--- src/rtl/s2_serial_rx.sv ---
// Serial frame receiver: deserializes {address, data} frames sent MSB first
// while sen is low and writes each complete frame into RB2.
module s2_serial_rx #(
  parameter int ADDR_W = 3,
  parameter int DATA_W = 18,
  parameter int FRAMES = 8
) (
  input  logic              clk,
  input  logic              rst,
  input  logic              sen,
  input  logic              sd,
  output logic              RB2_RW,
  output logic [ADDR_W-1:0] RB2_A,
  output logic [DATA_W-1:0] RB2_D,
  output logic              S2_done,
  output logic              frame_err
);

  localparam int MAX_W  = (ADDR_W > DATA_W) ? ADDR_W : DATA_W;
  localparam int CNT_W  = $clog2(MAX_W + 1);
  localparam int FCNT_W = $clog2(FRAMES + 1);

  typedef enum logic [2:0] {
    S_IDLE,
    S_ADDR,
    S_DATA,
    S_WRITE,
    S_GAP,
    S_DONE
  } state_t;

  state_t              state_q,     state_d;
  logic [CNT_W-1:0]    bit_cnt_q,   bit_cnt_d;
  logic [FCNT_W-1:0]   frame_cnt_q, frame_cnt_d;
  logic [ADDR_W-1:0]   addr_sr_q,   addr_sr_d;
  logic [DATA_W-1:0]   data_sr_q,   data_sr_d;
  logic [ADDR_W-1:0]   rb2_a_q,     rb2_a_d;
  logic [DATA_W-1:0]   rb2_d_q,     rb2_d_d;
  logic                done_q,      done_d;
  logic                err_q,       err_d;

  always_comb begin
    // NOTE: every variable gets its hold value first so no path infers a latch.
    state_d     = state_q;
    bit_cnt_d   = bit_cnt_q;
    frame_cnt_d = frame_cnt_q;
    addr_sr_d   = addr_sr_q;
    data_sr_d   = data_sr_q;
    rb2_a_d     = rb2_a_q;
    rb2_d_d     = rb2_d_q;
    done_d      = done_q;
    err_d       = err_q;

    unique case (state_q)
      S_IDLE: begin
        if (!sen) begin
          addr_sr_d = (addr_sr_q << 1) | ADDR_W'(sd);
          bit_cnt_d = CNT_W'(1);
          state_d   = S_ADDR;
        end
      end
      S_ADDR: begin
        if (sen) begin
          err_d   = 1'b1;
          state_d = S_IDLE;
        end else if (bit_cnt_q == CNT_W'(ADDR_W)) begin
          // Address complete: this sample is the data MSB.
          data_sr_d = (data_sr_q << 1) | DATA_W'(sd);
          bit_cnt_d = CNT_W'(1);
          state_d   = (DATA_W == 1) ? S_WRITE : S_DATA;
        end else begin
          addr_sr_d = (addr_sr_q << 1) | ADDR_W'(sd);
          bit_cnt_d = bit_cnt_q + CNT_W'(1);
        end
      end
      S_DATA: begin
        if (sen) begin
          err_d   = 1'b1;
          state_d = S_IDLE;
        end else begin
          data_sr_d = (data_sr_q << 1) | DATA_W'(sd);
          bit_cnt_d = bit_cnt_q + CNT_W'(1);
          if (bit_cnt_q == CNT_W'(DATA_W - 1)) state_d = S_WRITE;
        end
      end
      S_WRITE: begin
        frame_cnt_d = frame_cnt_q + FCNT_W'(1);
        // A low sen here means the sender skipped its gap; that bit is lost.
        if (!sen) err_d = 1'b1;
        if (frame_cnt_q == FCNT_W'(FRAMES - 1)) begin
          state_d = S_DONE;
          done_d  = 1'b1;
        end else if (sen) begin
          state_d = S_IDLE;
        end else begin
          state_d = S_GAP;
        end
      end
      S_GAP: begin
        if (sen) state_d = S_IDLE;
        else     err_d   = 1'b1;
      end
      S_DONE: begin
        state_d = S_DONE;
      end
      default: state_d = S_IDLE;
    endcase

    // Write port registers load on entry to WRITE and hold afterwards.
    if (state_d == S_WRITE) begin
      rb2_a_d = addr_sr_d;
      rb2_d_d = data_sr_d;
    end
  end

  always_ff @(posedge clk) begin
    if (rst) begin
      state_q     <= S_IDLE;
      bit_cnt_q   <= '0;
      frame_cnt_q <= '0;
      addr_sr_q   <= '0;
      data_sr_q   <= '0;
      rb2_a_q     <= '0;
      rb2_d_q     <= '0;
      done_q      <= 1'b0;
      err_q       <= 1'b0;
    end else begin
      // NOTE: non-blocking assignments so every register samples pre-edge values.
      state_q     <= state_d;
      bit_cnt_q   <= bit_cnt_d;
      frame_cnt_q <= frame_cnt_d;
      addr_sr_q   <= addr_sr_d;
      data_sr_q   <= data_sr_d;
      rb2_a_q     <= rb2_a_d;
      rb2_d_q     <= rb2_d_d;
      done_q      <= done_d;
      err_q       <= err_d;
    end
  end

  assign RB2_RW    = (state_q != S_WRITE);
  assign RB2_A     = rb2_a_q;
  assign RB2_D     = rb2_d_q;
  assign S2_done   = done_q;
  assign frame_err = err_q;

endmodule
--- config.mk ---
export PLATFORM = sky130hd
export DESIGN_NAME = s2_serial_rx
export DESIGN_NICKNAME = d
export VERILOG_FILES = /design/src/rtl/s2_serial_rx.sv
export SDC_FILE = /design/constraint.sdc
export NUM_CORES = 1
export LEC_CHECK = 0
export ABC_AREA = 1
export CORE_MARGIN = 2
export CORE_UTILIZATION = 55
export CTS_BUF_LIST = sky130_fd_sc_hd__clkbuf_2 sky130_fd_sc_hd__clkbuf_4 sky130_fd_sc_hd__clkbuf_8
export CTS_CLUSTER_DIAMETER = 150
export DETAILED_ROUTE_END_ITERATION = 12
export PLACE_DENSITY = 0.77
export SLEW_MARGIN = 15
export SYNTH_ARGS = -nofsm -noshare
export SYNTH_HDL_FRONTEND = slang
export SYNTH_SLANG_ARGS = --single-unit
--- constraint.sdc ---
create_clock -name clk -period 2 [get_ports clk]
set_input_delay 0.5 -clock clk [delete_from_list [all_inputs] [get_ports clk]]
set_output_delay 0.5 -clock clk [all_outputs]
set_load 0.02 [all_outputs]
==> flow_summary.toml, run 1 <==
[synth]
yosysWarnings = 0
synthCells = 493
ys_seq_area_share_pct = 37.6
synth-seq-cells = 56
netlist.area_leader.share_pct = 37.6
synth_common_cells = "nand2_1, nor2_1, dfxtp_1"
ys.flop_type = "dfxtp_1"
yosysUniqueCellTypes = 22
synth.area.top_cells = "dfxtp_1, nand2_1, nor2_1"
async_flop_share_pct = 0
yosysMostFrequentCell = "nand2_1"
synth_nets = 500
syn_area_um2 = 2980
synth.avg_cell_area_um2 = 6.04
yosysTopAreaCell = "dfxtp_1"
synth_edf_count = 0

[clocking]
cts_buffers = 5
post_cts_buffers = 0
clockBufferDepth = 2
cts_resized = 1
ctsHoldBuffers = 0
h-tree-depth = 2
cts.sinks = 56
root_buffer = "clkbuf_8"
clk_latency_ps = 310
clk_pin_slew_ps = 100
cts_tree = "yes"

[critical_path]
path_delay_family = "buffers and inverters"
crit_type = "register to output port"
critPathBufInv = 2
slowest_stage = "dfxtp_2"
cp-start-kind = "register"
cpPeakStageDelay_ps = 370
worstPathArrival_ps = 1330
required_ps = 1500
end_kind = "output port"
critPathMaxFanout = 5
timing.critical_path.cells = "nand2_1 > nor2_2 > inv_1 > dlygate4sd2_1"

[detailed_routing]
wirelength_um = 6730
drc = 0
via_per_inst = 4.99
drt_iter0_markers = 185
wl_per_cell_um = 11.4
vias = 2949
antenna_left = 0
dr.pass1.iters = 6

[sta]
hold_viol = 0
worst_slack_ps = 166
maxSlewViolCount = 0
period_needed_ps = 1830
final-setup-viol-count = 0
skew_ps = 6.58
worstMarginPinSlew_ps = 516
min_period_over_period_pct = 91.7
rsz0062_at_grt = "false"
slew-limit-headroom_pct = 65.5
fmax_mhz = 545
setup_tns_ps = 0

[finish]
syn2layout_area_growth_pct = 18.0
fill_cells = 454
final_nets = 527
drive_gt1_share_pct = 7.29
antennaDiodeCount = 0

[power]
p_per_area_nw_per_um2 = 600
peakVddDrop_mv = 0.411
leakagePower_nw = 1.64

[global_route]
track_usage_pct = 24.2
grt_max_degree = 47
grt_overflow_total = 0
grt_pass1_wl_um = 12000
grt_pass1_vias = 2742
antenna_found_initial = 0

[floorplanning]
coreArea_um2 = 5170
start_util_pct = 57.6
die_y_um = 77.6
num_rows = 26
die_w_um = 77.6
ios = 28
dieArea_um2 = 6020

[place]
place_ws_ps = 41.1
dp_hpwl_um = 4580
gp_congestion = 0.876
port_buffers = 27

[status]
status = "complete, no violations"

[job]
drv_cap = 0

[worst_hold_path]
hold_path.class = "register to register"
[layout make-up]
| cell class | instances | area [um^2] | area share, % |
|---|---|---|---|
| clock buffers | 5 | 68.8 | 1.96 |
| clock inverters | 3 | 42.5 | 1.21 |
| inverters | 43 | 161 | 4.59 |
| multi-input cells | 373 | 1600 | 45.4 |
| flip-flops and latches | 56 | 1120 | 31.9 |
| well taps | 70 | 87.6 | 2.49 |
| repair buffers | 41 | 437 | 12.4 |
[flip-flops by register name, summed over array words and instances, names as in the netlist]
register / cells
data_sr_q: 18
S2_done: 1
state_q: 3
frame_cnt_q: 4
bit_cnt_q: 5
RB2_A: 3
frame_err: 1
RB2_D: 18
addr_sr_q: 3
[power by group]
group	internal, mW	leakage [nW]	switching, mW
Sequential	1.13	0.453	0.00925
Combinational	0.0781	1.14	0.143
Clock	0.371	0.0541	0.380
[cells in the final DEF, fill, tap and decap left out, drive strengths merged]
| cell type | netlist | routed |
|---|---|---|
| a211oi | 1 | 1 |
| a21oi | 49 | 49 |
| a31oi | 1 | 1 |
| buf | 14 | 14 |
| bufinv | 0 | 1 |
| clkbuf | 7 | 5 |
| clkdlybuf4s50 | 0 | 26 |
| clkinv | 0 | 1 |
| clkinvlp | 0 | 1 |
| dfxtp | 56 | 56 |
| dlygate4sd2 | 0 | 1 |
| ha | 3 | 3 |
| inv | 43 | 43 |
| nand2 | 188 | 188 |
| nand3 | 12 | 12 |
| nand4 | 1 | 1 |
| nor2 | 85 | 85 |
| nor3 | 6 | 6 |
| o211ai | 2 | 2 |
| o21ai | 25 | 25 |
[cell families (layout without fill, tap and decap cells)]
group,after synthesis,in the layout,synth area share [%]
buf+inv,64,92,8.87
flops,56,56,37.6
simple gates,292,292,38.8
compound gates,78,78,13.4
fa+ha+maj,3,3,1.26
[routing by layer]
| metal | vias up | part of all wire [%] | track usage [%] |
|---|---|---|---|
| li1 | 1585 | - | - |
| met1 | 1296 | 49 | 31.5 |
| met2 | 60 | 46 | 41.6 |
| met3 | 8 | 3.6 | 4.42 |
| met4 | 0 | 0.86 | 5.71 |
| met5 | - | 0 | 0 |
[worst paths after layout]
| check | start | end | slack (ps) | depth (start not counted) |
|---|---|---|---|---|
| max reg2reg | bit_cnt_q[0] | RB2_D[7] | 360 | 11 |
| max | state_q[0] | RB2_RW | 170 | 4 |
| min reg2reg | frame_cnt_q[3] | frame_cnt_q[3] | 460 | 1 |
| min | frame_cnt_q[3] | frame_cnt_q[3] | 460 | 1 |
[stage by stage]
stage / util [%] / cell area, um^2 / power (mW) / hold slack (ps) / std cells
final: 67.9 / 3510 / 2.11 / 463 / 591
after global routing: 67.9 / 3510 / 2.20 / 481 / 591
after CTS: 67.9 / 3510 / 2.12 / 469 / 591
after detailed placement: 65.7 / 3400 / 1.38 / 454 / 583
after global placement: 65.7 / 3400 / 1.38 / 437 / 583
after floorplan: - / 2980 / 1.32 / 423 / 493
(Power assumes the default switching activity.)
==> run 2, diff against run 1 <==
Settings changed: CTS_BUF_LIST sky130_fd_sc_hd__clkbuf_2 sky130_fd_sc_hd__clkbuf_4 sky130_fd_sc_hd__clkbuf_8 to sky130_fd_sc_hd__clkbuf_8.
==> results of run 2 <==
Final layout, timing and power as in run 1 (identical DEF).
==> run 3, diff against run 2 <==
Settings changed: SETUP_SLACK_MARGIN set to 0.4, SLEW_MARGIN 15 to not set.
==> run 3 against run 2 <==
Compared with the run above: largest cell class unchanged; combinational power increased by 13%; critical path type unchanged; critical path depth unchanged; cell count increased by 1.4%.
==> flow_summary.toml, run 3 (synthesis results as in run 1) <==
[global_route]
antenna_found_initial = 0
track_usage_pct = 24.9
grt_pass1_vias = 2781
grt_max_degree = 47
grt_pass1_wl_um = 12400
grt_overflow_total = 0

[sta]
setup_tns_ps = 0
skew_ps = 4.45
maxSlewViolCount = 0
rsz0062_at_grt = "true"
hold_ws_ps = 463
hold_viol = 0
min_period_over_period_pct = 78.4
worstMarginPinSlew_ps = 301
fmax_mhz = 638
final-setup-viol-count = 0
slew-limit-headroom_pct = 79.8
worst_slack_ps = 432
period_needed_ps = 1570

[detailed_routing]
drt_iter0_markers = 205
wl_met3_um = 305
via_per_inst = 5.07
wl_met1_um = 3390
dr.pass1.iters = 4
antenna_left = 0
wl_met2_um = 3460
wl_per_cell_um = 12.1
drc = 0
vias = 3034
top_layer_used = "met4"
wirelength_um = 7230

[clocking]
cts_buffers = 5
ctsHoldBuffers = 0
h-tree-depth = 2
root_buffer = "clkbuf_8"
cts_tree = "yes"
cts.sinks = 56
clk_pin_slew_ps = 100
clk_latency_ps = 310
clockBufferDepth = 2

[critical_path]
critPathBufInv = 2
worstPathArrival_ps = 1070
crit_type = "register to output port"
slowest_stage = "dfxtp_4"
timing.critical_path.cells = "nand2_4 > nor2_4 > inv_2 > buf_6"
required_ps = 1500
critPathMaxFanout = 4
cpPeakStageDelay_ps = 390
path_delay_family = "flip-flops"
end_kind = "output port"
cp-start-kind = "register"

[worst_hold_path]
hold_path.class = "register to register"

[power]
p_per_area_nw_per_um2 = 585
p_total_mw = 2.14
leakagePower_nw = 1.84
peakVddDrop_mv = 0.421

[status]
status = "complete, no violations"

[floorplanning]
start_util_pct = 57.6
coreArea_um2 = 5170
num_rows = 26
die_y_um = 77.6
ios = 28
dieArea_um2 = 6020
die_w_um = 77.6

[finish]
final_cell_mix = "nand2_1, nor2_1, dfxtp_1, a21oi_1, inv_1"
final_nets = 535
final_util_pct = 70.8
antennaDiodeCount = 0
syn2layout_area_growth_pct = 22.9
fill_cells = 449
final_common_cell = "nand2_1"
drive_gt1_share_pct = 10.6

[job]
drv_cap = 0

[place]
gp_congestion = 0.876
port_buffers = 27
dp_hpwl_um = 4580
place_ws_ps = 41.1
-- run 3: cell count changes in the layout (fill, tap and decap cells not counted), sizes merged --
cell / previous run / this run
clkdlybuf4s50: 26 / 2
dlygate4sd2: 1 / 24
buf: 14 / 22
bufbuf: 0 / 1
-- run 3: worst min-delay path, delay by kind of cell, from the launching register on --
family / cells / cell delay, ps
DFF: 1 / 320
AOI/OAI and AO/OA: 1 / 50
and+or+nand+nor: 1 / 60
-- run 3: power by group --
group          switching (mW)  internal (mW)
combinational           0.152         0.0983
clock                   0.381          0.371
sequential             0.0112           1.13
-- run 3: worst paths after layout --
| path | end | cells after the start | start | slack [ps] |
|---|---|---|---|---|
| worst max-delay path | RB2_RW | 4 | state_q[0] | 430 |
| worst min-delay path | RB2_A[2] | 2 | RB2_A[2] | 460 |
| worst max register to register | RB2_D[7] | 11 | bit_cnt_q[0] | 500 |
| worst min register to register | RB2_A[2] | 2 | RB2_A[2] | 460 |
-- run 3: through the flow --
step                      std cells  area (um^2)
after CTS                       595         3540
final                           599         3660
after global routing            599         3660
after detailed placement        583         3400
after floorplan                 493         2980
after global placement          583         3400
-- run 3: routing by layer --
metal  GRT usage, %  vias to the layer above
li1               -                     1604
met1           32.3                     1355
met2           43.2                       66
met3           3.72                        9
met4           6.43                        0
met5              0                        -
-- run 3: final cells by class --
class | instances | area [um^2] | area share [%]
clock inverter | 3 | 42.5 | 1.16
sequential | 56 | 1130 | 30.9
clock buffer | 5 | 68.8 | 1.88
tap | 70 | 87.6 | 2.39
inverter | 43 | 161 | 4.41
multi-input combinational | 373 | 1640 | 44.8
timing repair buffer | 49 | 531 | 14.5
-- run 3: timing repair --
action,CTS,global route
pin swaps,1,6
gates resized for setup,31,24
setup endpoints to repair,44,39
gates cloned,1,0
setup buffers,3,4
